$ cat src/rtl/isa_pkg.sv
// Shared definitions for the 16-bit WISC-style decode stage:
// opcodes, control-vector bit positions, empty-field constants and the stage state enum.
package isa_pkg;

  localparam logic [3:0] OP_ADD    = 4'h0;
  localparam logic [3:0] OP_SUB    = 4'h1;
  localparam logic [3:0] OP_XOR    = 4'h2;
  localparam logic [3:0] OP_RED    = 4'h3;
  localparam logic [3:0] OP_SLL    = 4'h4;
  localparam logic [3:0] OP_SRA    = 4'h5;
  localparam logic [3:0] OP_ROR    = 4'h6;
  localparam logic [3:0] OP_PADDSB = 4'h7;
  localparam logic [3:0] OP_LW     = 4'h8;
  localparam logic [3:0] OP_SW     = 4'h9;
  localparam logic [3:0] OP_LHB    = 4'hA;
  localparam logic [3:0] OP_LLB    = 4'hB;
  localparam logic [3:0] OP_B      = 4'hC;
  localparam logic [3:0] OP_BR     = 4'hD;
  localparam logic [3:0] OP_PCS    = 4'hE;
  localparam logic [3:0] OP_HLT    = 4'hF;

  localparam int unsigned CB_REGWRITE  = 0;
  localparam int unsigned CB_ALUSRC    = 1;
  localparam int unsigned CB_MEMWRITE  = 2;
  localparam int unsigned CB_MEMTOREG  = 3;
  localparam int unsigned CB_MEMREAD   = 4;
  localparam int unsigned CB_BRANCH    = 5;
  localparam int unsigned CB_BRANCHREG = 6;
  localparam int unsigned CB_PCS       = 7;
  localparam int unsigned CB_HALT      = 8;
  localparam int unsigned CB_USES_RS   = 9;
  localparam int unsigned CB_USES_RT   = 10;
  localparam int unsigned CB_RS_IS_RD  = 11;
  localparam int unsigned CB_NUM       = 12;

  localparam logic [11:0] NO_SET_SIG  = 12'h000;
  localparam logic [3:0]  NO_SET_REG  = 4'h0;
  localparam logic [2:0]  NO_SET_COND = 3'b000;
  localparam logic [15:0] NOP_INSTR   = 16'h0000;

  typedef enum logic [0:0] {
    ST_RUN    = 1'b0,
    ST_HALTED = 1'b1
  } state_e;

endpackage

$ cat src/rtl/decode_comb.sv
// Pure combinational instruction decode: instruction word to control vector,
// register addresses, branch condition and immediate.
module decode_comb
  import isa_pkg::*;
#(
  parameter int DATA_W = 16,
  parameter int REG_W  = 4,
  parameter int SIG_W  = 12
) (
  input  logic [DATA_W-1:0] instr,
  output logic [SIG_W-1:0]  signals,
  output logic [REG_W-1:0]  rd,
  output logic [REG_W-1:0]  rs,
  output logic [REG_W-1:0]  rt,
  output logic [3:0]        opcode,
  output logic [2:0]        cond,
  output logic [DATA_W-1:0] imm
);

  logic [3:0]        op_s;
  logic [CB_NUM-1:0] sig_s;
  logic [REG_W-1:0]  rhi_s, rmid_s, rlo_s;
  logic [DATA_W-1:0] sext4_s, zext4_s, zext8_s, boff_s, two_s;

  assign op_s    = instr[15:12];
  assign rhi_s   = REG_W'(instr[11:8]);
  assign rmid_s  = REG_W'(instr[7:4]);
  assign rlo_s   = REG_W'(instr[3:0]);
  assign sext4_s = {{(DATA_W-4){instr[3]}}, instr[3:0]};
  assign zext4_s = {{(DATA_W-4){1'b0}}, instr[3:0]};
  assign zext8_s = {{(DATA_W-8){1'b0}}, instr[7:0]};
  assign boff_s  = {{(DATA_W-10){instr[8]}}, instr[8:0], 1'b0};
  assign two_s   = {{(DATA_W-2){1'b0}}, 2'b10};

  // Field extraction and control-vector generation per opcode
  always_comb begin
    sig_s  = NO_SET_SIG;
    rd     = REG_W'(NO_SET_REG);
    rs     = REG_W'(NO_SET_REG);
    rt     = REG_W'(NO_SET_REG);
    opcode = op_s;
    cond   = NO_SET_COND;
    imm    = {DATA_W{1'b0}};
    if (instr[15:0] == NOP_INSTR) begin
      opcode = 4'h0;
    end else begin
      case (op_s)
        OP_ADD, OP_SUB, OP_XOR, OP_RED, OP_PADDSB: begin
          rd = rhi_s; rs = rmid_s; rt = rlo_s;
          sig_s[CB_REGWRITE] = 1'b1;
          sig_s[CB_USES_RS]  = 1'b1;
          sig_s[CB_USES_RT]  = 1'b1;
        end
        OP_SLL, OP_SRA, OP_ROR: begin
          rd = rhi_s; rs = rmid_s; imm = zext4_s;
          sig_s[CB_REGWRITE] = 1'b1;
          sig_s[CB_ALUSRC]   = 1'b1;
          sig_s[CB_USES_RS]  = 1'b1;
        end
        OP_LW: begin
          rd = rhi_s; rs = rmid_s; imm = sext4_s;
          sig_s[CB_REGWRITE] = 1'b1;
          sig_s[CB_ALUSRC]   = 1'b1;
          sig_s[CB_MEMTOREG] = 1'b1;
          sig_s[CB_MEMREAD]  = 1'b1;
          sig_s[CB_USES_RS]  = 1'b1;
        end
        OP_SW: begin
          rt = rhi_s; rs = rmid_s; imm = sext4_s;
          sig_s[CB_ALUSRC]   = 1'b1;
          sig_s[CB_MEMWRITE] = 1'b1;
          sig_s[CB_USES_RS]  = 1'b1;
          sig_s[CB_USES_RT]  = 1'b1;
        end
        OP_LHB: begin
          rd = rhi_s; rs = rhi_s; imm = zext8_s;
          sig_s[CB_REGWRITE] = 1'b1;
          sig_s[CB_ALUSRC]   = 1'b1;
          sig_s[CB_USES_RS]  = 1'b1;
          sig_s[CB_RS_IS_RD] = 1'b1;
        end
        OP_LLB: begin
          rd = rhi_s; imm = zext8_s;
          sig_s[CB_REGWRITE] = 1'b1;
          sig_s[CB_ALUSRC]   = 1'b1;
        end
        OP_B: begin
          cond = instr[11:9]; imm = boff_s;
          sig_s[CB_BRANCH] = 1'b1;
        end
        OP_BR: begin
          cond = instr[11:9]; rs = rmid_s;
          sig_s[CB_BRANCH]    = 1'b1;
          sig_s[CB_BRANCHREG] = 1'b1;
          sig_s[CB_USES_RS]   = 1'b1;
        end
        OP_PCS: begin
          rd = rhi_s; imm = two_s;
          sig_s[CB_REGWRITE] = 1'b1;
          sig_s[CB_ALUSRC]   = 1'b1;
          sig_s[CB_PCS]      = 1'b1;
        end
        OP_HLT: begin
          sig_s[CB_HALT] = 1'b1;
        end
        default: begin
          sig_s = NO_SET_SIG;
        end
      endcase
    end
    signals = {SIG_W{1'b0}};
    signals[CB_NUM-1:0] = sig_s;
  end

endmodule

$ cat src/rtl/decode_stage_pipe.sv
// Pipelined decode stage: valid/ready intake, load-use hazard bubbles, branch flush,
// HLT latching and the ID/EX register feeding execute.
module decode_stage_pipe
  import isa_pkg::*;
#(
  parameter int DATA_W = 16,
  parameter int REG_W  = 4,
  parameter int SIG_W  = 12,
  parameter int CNT_W  = 16
) (
  input  logic              clk,
  input  logic              rst,
  input  logic              in_valid,
  output logic              in_ready,
  input  logic [DATA_W-1:0] in_instr,
  input  logic [DATA_W-1:0] in_pc,
  input  logic              flush,
  output logic              out_valid,
  input  logic              out_ready,
  output logic [SIG_W-1:0]  out_signals,
  output logic [REG_W-1:0]  out_rd,
  output logic [REG_W-1:0]  out_rs,
  output logic [REG_W-1:0]  out_rt,
  output logic [3:0]        out_opcode,
  output logic [2:0]        out_cond,
  output logic [DATA_W-1:0] out_imm,
  output logic [DATA_W-1:0] out_pc,
  output logic              halted,
  output logic [CNT_W-1:0]  bubble_cnt
);

  logic [SIG_W-1:0]  dec_sig_s;
  logic [REG_W-1:0]  dec_rd_s, dec_rs_s, dec_rt_s;
  logic [3:0]        dec_op_s;
  logic [2:0]        dec_cond_s;
  logic [DATA_W-1:0] dec_imm_s;

  logic              out_valid_r;
  logic [SIG_W-1:0]  out_sig_r;
  logic [REG_W-1:0]  out_rd_r, out_rs_r, out_rt_r;
  logic [3:0]        out_op_r;
  logic [2:0]        out_cond_r;
  logic [DATA_W-1:0] out_imm_r, out_pc_r;
  logic [CNT_W-1:0]  bubble_cnt_r;

  state_e state_r, state_nxt_s;
  logic   run_s, halted_s;
  logic   hazard_s, in_ready_s, accept_s, drain_s;

  decode_comb #(.DATA_W(DATA_W), .REG_W(REG_W), .SIG_W(SIG_W)) u_decode (
    .instr   (in_instr),
    .signals (dec_sig_s),
    .rd      (dec_rd_s),
    .rs      (dec_rs_s),
    .rt      (dec_rt_s),
    .opcode  (dec_op_s),
    .cond    (dec_cond_s),
    .imm     (dec_imm_s)
  );

  // Load-use hazard: held load's destination is a source of the incoming instruction
  always_comb begin
    if (out_valid_r && out_sig_r[CB_MEMREAD] && (out_rd_r != {REG_W{1'b0}}) && in_valid) begin
      hazard_s = (dec_sig_s[CB_USES_RS] && (dec_rs_s == out_rd_r)) ||
                 (dec_sig_s[CB_USES_RT] && (dec_rt_s == out_rd_r));
    end else begin
      hazard_s = 1'b0;
    end
  end

  assign in_ready_s = run_s && !flush && !hazard_s && (!out_valid_r || out_ready);
  assign accept_s   = in_valid && in_ready_s;
  assign drain_s    = out_valid_r && out_ready;

  // FSM state register
  always_ff @(posedge clk or posedge rst) begin
    if (rst) begin
      state_r <= ST_RUN;
    end else begin
      state_r <= state_nxt_s;
    end
  end

  // FSM next state: only reset leaves HALTED
  always_comb begin
    state_nxt_s = state_r;
    case (state_r)
      ST_RUN: begin
        if (accept_s && dec_sig_s[CB_HALT]) begin
          state_nxt_s = ST_HALTED;
        end else begin
          state_nxt_s = ST_RUN;
        end
      end
      ST_HALTED: state_nxt_s = ST_HALTED;
      default:   state_nxt_s = ST_RUN;
    endcase
  end

  // FSM outputs
  always_comb begin
    run_s    = 1'b0;
    halted_s = 1'b0;
    case (state_r)
      ST_RUN:    run_s    = 1'b1;
      ST_HALTED: halted_s = 1'b1;
      default: begin
        run_s    = 1'b0;
        halted_s = 1'b0;
      end
    endcase
  end

  // ID/EX register and saturating bubble counter; flush outranks everything
  always_ff @(posedge clk or posedge rst) begin
    if (rst) begin
      out_valid_r  <= 1'b0;
      out_sig_r    <= {SIG_W{1'b0}};
      out_rd_r     <= {REG_W{1'b0}};
      out_rs_r     <= {REG_W{1'b0}};
      out_rt_r     <= {REG_W{1'b0}};
      out_op_r     <= 4'h0;
      out_cond_r   <= 3'b000;
      out_imm_r    <= {DATA_W{1'b0}};
      out_pc_r     <= {DATA_W{1'b0}};
      bubble_cnt_r <= {CNT_W{1'b0}};
    end else if (flush) begin
      out_valid_r <= 1'b0;
      out_sig_r   <= {SIG_W{1'b0}};
      out_rd_r    <= {REG_W{1'b0}};
      out_rs_r    <= {REG_W{1'b0}};
      out_rt_r    <= {REG_W{1'b0}};
      out_op_r    <= 4'h0;
      out_cond_r  <= 3'b000;
      out_imm_r   <= {DATA_W{1'b0}};
      out_pc_r    <= {DATA_W{1'b0}};
    end else if (accept_s) begin
      out_valid_r <= 1'b1;
      out_sig_r   <= dec_sig_s;
      out_rd_r    <= dec_rd_s;
      out_rs_r    <= dec_rs_s;
      out_rt_r    <= dec_rt_s;
      out_op_r    <= dec_op_s;
      out_cond_r  <= dec_cond_s;
      out_imm_r   <= dec_imm_s;
      out_pc_r    <= in_pc;
    end else if (drain_s) begin
      out_valid_r <= 1'b0;
      if (hazard_s && (bubble_cnt_r != {CNT_W{1'b1}})) begin
        bubble_cnt_r <= bubble_cnt_r + {{(CNT_W-1){1'b0}}, 1'b1};
      end
    end
  end

  assign in_ready    = in_ready_s;
  assign out_valid   = out_valid_r;
  assign out_signals = out_sig_r;
  assign out_rd      = out_rd_r;
  assign out_rs      = out_rs_r;
  assign out_rt      = out_rt_r;
  assign out_opcode  = out_op_r;
  assign out_cond    = out_cond_r;
  assign out_imm     = out_imm_r;
  assign out_pc      = out_pc_r;
  assign halted      = halted_s;
  assign bubble_cnt  = bubble_cnt_r;

endmodule

$ cat config.mk
export PLATFORM = sky130hd
export DESIGN_NAME = decode_stage_pipe
export DESIGN_NICKNAME = d
export VERILOG_FILES = /design/src/rtl/isa_pkg.sv /design/src/rtl/decode_comb.sv /design/src/rtl/decode_stage_pipe.sv
export SDC_FILE = /design/constraint.sdc
export NUM_CORES = 1
export LEC_CHECK = 0
export ABC_AREA = 1
export BUFFER_PORTS_ARGS = -buffer_cell sky130_fd_sc_hd__buf_4
export CORE_MARGIN = 8
export CORE_UTILIZATION = 53
export CTS_BUF_LIST = sky130_fd_sc_hd__clkbuf_8 sky130_fd_sc_hd__clkbuf_16
export DETAILED_ROUTE_END_ITERATION = 16
export HOLD_SLACK_MARGIN = 0.15
export PLACE_DENSITY_LB_ADDON = 0.1
export SLEW_MARGIN = 10
export SYNTH_ARGS = -nofsm -noshare
export SYNTH_HDL_FRONTEND = slang
export SYNTH_SLANG_ARGS = --single-unit
$ cat constraint.sdc
create_clock -name clk -period 6.5 [get_ports clk]
set_input_delay 1.3 -clock clk [delete_from_list [all_inputs] [get_ports clk]]
set_output_delay 1.3 -clock clk [all_outputs]
set_load 0.005 [all_outputs]
==> flow_summary.ini, run 1 <==
[outcome]
status = finished clean

[synthesis]
synth-seq-cells = 74
syn-num-nets = 546
seq_area_frac_synth_pct = 47.5
syn_inst = 508
synth_cell_types = 31
avgSynthCellArea_sq_um = 7.68
yosys_warnings = 0
synth_area_sq_um = 3900

[timing]
relSlewSlack_pct = 28.7
setup_viol = 0
layout_setup_ws_ns = 2.35
finalCritPeriodShare_pct = 63.8
hold_viol_final = 0
drv_slew = 0
whs_ns = 0.501
worst_slew_pin_slew_ns = 1.07
fin_skew_ns = 0.0110
rsz0062_at_grt = false
fmax_mhz = 241
layout_min_cycle_time_ns = 4.15
tns_ns = 0

[clock_network]
cts-resized-gates = 0
cts.sinks = 74
cts_buffer_depth = 2
cts_root_buffer = clkbuf_8
h-tree-depth = 3
cts_tree = yes
clk_latency_ns = 0.37
clk_pin_slew_worst_paths_ns = 0.08
cts_buffers = 9
cts.hold.buffers_added = 0
cts_setup_buffers = 0

[run]
maxCapViolCount = 0

[routing]
wl_per_cell_um = 16.2
via_count = 3913
ant_nets = 0
post_drt_via_cell_ratio = 5.47
drc = 0
wl_um = 11600
drtPass1Iterations = 5
initialDrtViolationCount = 198

[die]
die-width_um = 102
die_area_sq_um = 10400
start_util_pct = 54.4
rows = 31
dieHeight_um = 102
coreArea_sq_um = 7180
pin_count = 119

[global_route]
grt_pass1_wl_um = 19200
grt_overflow_total = 0
grt_start_max_net_pins = 75
antenna_found_initial = 0
grt_pass1_vias = 3916
track_usage_pct = 23.5

[finish]
drive_gt1_share_pct = 24.5
syn2layout_area_growth_pct = 28.6
finalNetCount = 650
stdcell_count = 716
n_antenna_cell = 0
final_cell_mix = nand2_1, buf_4, nand3_1, dfrtp_1, nor2_1
final_common_cell = nand2_1

[pwr]
p_leak_nw = 2.80
ir_drop_uv = 133
power_density_nw_per_um2 = 196
total_power_uw = 982

[min_path]
hold_class = reg -> reg

[place]
pre_cts_slack_ns = 2.01
dp_hpwl_um = 8500
port_buffers = 118
gp_congestion = 0.944
dp.cells = 700

[worst_setup_path]
crit_type = in -> reg
ff2ff_setup_slack_ns = 3.42
cp-end-kind = register
critPathRequiredTime_ns = 6.81
crit_fanout = 53
start_kind = input pin
cp_data_arrival_time_ns = 4.45
==> report_power, final <==
part	switching (mW)	internal [mW]	total [mW]	leakage, nW
Combinational	0.0487	0.0247	0.0734	1.65
Clock	0.191	0.258	0.449	0.124
Sequential	0.000000268	0.460	0.460	1.03
==> per-stage QoR <==
step | cell area [sq um] | util (%)
final | 5020 | 69.9
after global routing | 5020 | 69.9
after CTS | 5020 | 69.9
after detailed placement | 4770 | 66.4
after global placement | 4770 | 66.4
after floorplan | 3900 | -
==> sequential cells by signal, indices dropped and copies added (netlist names) <==
signal / count
bubble_cnt: 16
out_rd: 4
out_pc: 16
out_valid: 1
out_cond: 3
state_r: 1
out_signals: 11
out_rs: 4
out_rt: 4
out_opcode: 4
out_imm: 10
==> layout make-up <==
class	count	area, sq um
multi-input combinational	372	1760
clock buffer	9	124
fill	586	2160
tap	99	124
inverter	34	128
timing repair buffer	121	908
sequential	74	1850
clock inverter	7	125
==> final timing paths <==
kind | start | endpoint | cells past startpoint
worst min-delay path | state_r | state_r | 2
worst min register to register | state_r | state_r | 2
max in group asynchronous | rst | out_rs[3] | 3
worst max-delay path | in_instr[13] | out_signals[1] | 16
min in group asynchronous | rst | bubble_cnt[2] | 3
worst max register to register | out_rd[0] | out_signals[1] | 11
==> critical path, stage by stage <==
cell and delay [ns]:
buf_4 0.13, inv_2 0.09, nand2_1 0.09, nor2_1 0.25
nand2_1 0.13, nand2_1 0.11, nand2_1 0.06, nand2_1 0.06
nor2_1 0.04, nand3_1 0.05, nand2_1 0.09, nand2_1 0.11
nand3_2 0.81, inv_2 0.83, o21ai_0 0.19, nand2_1 0.09
==> kinds of logic after synthesis <==
family                     share of synthesized area [%]
xor gates and xnor gates                            3.14
adders and majority gates                          0.321
DFF                                                 47.5
AOI/OAI and AO/OA                                   5.52
buffers and inverters                               7.54
and+or+nand+nor                                     36.0
==> routing by layer <==
metal / track usage, % / vias up / routed length (um)
met1: 28.7 / 1835 / 4580
met4: 9.97 / 0 / 307
met5: 0 / - / 0
met3: 5.70 / 29 / 952
li1: - / 1879 / -
met2: 38.6 / 170 / 5770
==> Yosys cell counts <==
library cell / number / area [sq um]
inv_1: 27 / 101
nor4_1: 1 / 6.26
nand2_2: 1 / 6.26
nor2_2: 2 / 12.5
ha_1: 1 / 12.5
xor2_1: 9 / 78.8
o21ai_1: 4 / 20.0
buf_6: 2 / 22.5
buf_2: 10 / 50.1
nor2_4: 2 / 22.5
nor2_1: 29 / 109
a22o_1: 1 / 8.76
a221oi_1: 4 / 35.0
nand4_1: 21 / 131
buf_1: 6 / 22.5
a22oi_1: 1 / 7.51
inv_2: 6 / 22.5
o21ai_0: 19 / 95.1
dfrtp_1: 74 / 1850
a41oi_1: 1 / 8.76
a21oi_1: 5 / 25.0
nand2_1: 171 / 642
buf_4: 9 / 67.6
nand3_2: 2 / 20.0
nand3_1: 84 / 420
clkbuf_1: 1 / 3.75
a21boi_0: 1 / 7.51
xnor2_1: 5 / 43.8
clkinv_1: 1 / 3.75
o21bai_1: 1 / 7.51
nor3_1: 7 / 35.0
(Power assumes the default switching activity.)
==> inputs of run 2 (changes only) <==
--- a/config.mk
+++ b/config.mk
@@ -8,7 +8,7 @@
 export ABC_AREA = 1
 export BUFFER_PORTS_ARGS = -buffer_cell sky130_fd_sc_hd__buf_4
 export CORE_MARGIN = 8
-export CORE_UTILIZATION = 53
+export CORE_UTILIZATION = 47
 export CTS_BUF_LIST = sky130_fd_sc_hd__clkbuf_8 sky130_fd_sc_hd__clkbuf_16
 export DETAILED_ROUTE_END_ITERATION = 16
 export HOLD_SLACK_MARGIN = 0.15
==> constraint.sdc (replaced) <==
create_clock -name clk -period 3.4 [get_ports clk]
set_input_delay 0.68 -clock clk [delete_from_list [all_inputs] [get_ports clk]]
set_output_delay 0.68 -clock clk [all_outputs]
set_load 0.005 [all_outputs]
==> flow_summary.ini, run 2 (synthesis gave the netlist of run 1 again) <==
[worst_setup_path]
crit_type = in -> out
critPathRequiredTime_ns = 2.72
r2r_end = out_rd[2]
ff2ff_setup_slack_ns = 1.22
reg2reg_depth = 11
endpoint = in_ready
start_kind = input pin
crit_fanout = 5
r2r_start = out_rd[1]
worstSetupStartpoint = in_instr[13]
cp-end-kind = output port
cp_data_arrival_time_ns = 2.32

[global_route]
grt_pass1_vias = 3809
track_usage_pct = 20.7
grt_pass1_wl_um = 19200
grt_start_max_net_pins = 60
grt_overflow_total = 0
antenna_found_initial = 0

[clock_network]
cts_buffer_depth = 2
clk_pin_slew_worst_paths_ns = 0.09
cts-resized-gates = 0
cts_buffers = 9
cts_tree = yes
h-tree-depth = 3
cts.hold.buffers_added = 0
clk_latency_ns = 0.35
cts_root_buffer = clkbuf_8
cts.sinks = 74
cts_setup_buffers = 0

[finish]
finalNetCount = 656
syn2layout_area_growth_pct = 29.1
final_common_cell = nand2_1
final_cell_mix = nand2_1, buf_4, nand3_1, dfrtp_1, nor2_1
n_antenna_cell = 0
drive_gt1_share_pct = 25.0

[die]
dieHeight_um = 107
pin_count = 119
die-width_um = 107
die_area_sq_um = 11500
start_util_pct = 48.0
coreArea_sq_um = 8130
rows = 33

[timing]
rsz0062_at_grt = false
hold_viol_final = 0
finalCritPeriodShare_pct = 88.3
fin_skew_ns = 0.0168
whs_ns = 0.491
drv_slew = 0
fmax_mhz = 333
layout_min_cycle_time_ns = 3.00
tns_ns = 0
relSlewSlack_pct = 45.3
setup_viol = 0
worst_slew_pin_slew_ns = 0.819

[min_path]
hold_class = in -> async

[routing]
ant_nets = 0
wl_per_cell_um = 16.2
drc = 0
via_count = 3798
initialDrtViolationCount = 171
drtPass1Iterations = 4
wl_um = 11800
post_drt_via_cell_ratio = 5.22

[outcome]
status = finished clean

[place]
dp_hpwl_um = 8880
gp_congestion = 0.996
port_buffers = 118

[pwr]
total_power_mw = 1.74
power_density_nw_per_um2 = 346
ir_drop_uv = 205
p_leak_nw = 2.81

[run]
maxCapViolCount = 0
## run 2: worst min-delay path by stage
stage,from,slack [ns],depth (start not counted),to
3_5_place_dp,state_r,0.49,2,state_r
6_report,rst,0.49,2,bubble_cnt[9]
2_1_floorplan,state_r,0.48,2,state_r
5_1_grt,in_pc[13],0.53,3,out_pc[13]
3_3_place_gp,state_r,0.48,2,state_r
4_1_cts,out_pc[7],0.51,2,out_pc[7]
## run 2: final cells by class
class                   instances  area, sq um
flip-flops and latches         74         1850
multi-input cells             372         1760
inverters                      34          128
clock buffers                  10          138
repair buffers                127          966
fillers                       789         3100
clock inverters                 6         66.3
well taps                     105          131
## run 2: per-layer routing
| layer | global-route usage (%) | part of all wire (%) |
|---|---|---|
| met3 | 3.84 | 5.6 |
| met4 | 6.93 | 1.4 |
| met5 | 0 | 0 |
| met1 | 26.4 | 43 |
| met2 | 34.2 | 50 |
## run 2: metrics by stage
| step | setup slack (ns) | cell area [sq um] | util, % | cells |
|---|---|---|---|---|
| 2_1_floorplan | 0.838 | 3900 | - | 508 |
| 3_3_place_gp | 0.274 | 4830 | 59.4 | 712 |
| 3_5_place_dp | 0.298 | 4830 | 59.4 | 712 |
| 4_1_cts | 0.431 | 5040 | 61.9 | 728 |
| 5_1_grt | 0.182 | 5040 | 61.9 | 728 |
| 6_report | 0.397 | 5040 | 61.9 | 728 |
## run 2: power breakdown
part | internal, mW | switching, mW
clock | 0.361 | 0.361
combinational | 0.0494 | 0.0928
sequential | 0.879 | 0.000000521
## run 2: worst max-delay path, stage by stage
cell      delay (ns)
buf_4           0.11
inv_2           0.06
nor2_1          0.31
nand2_1         0.18
clkinv_1        0.10
nand2_1         0.07
nand2_1         0.08
nand2_1         0.05
nand2_1         0.07
nor2_1          0.05
nand2_1         0.07
nand2_1         0.09
a21boi_0        0.24
buf_4           0.16
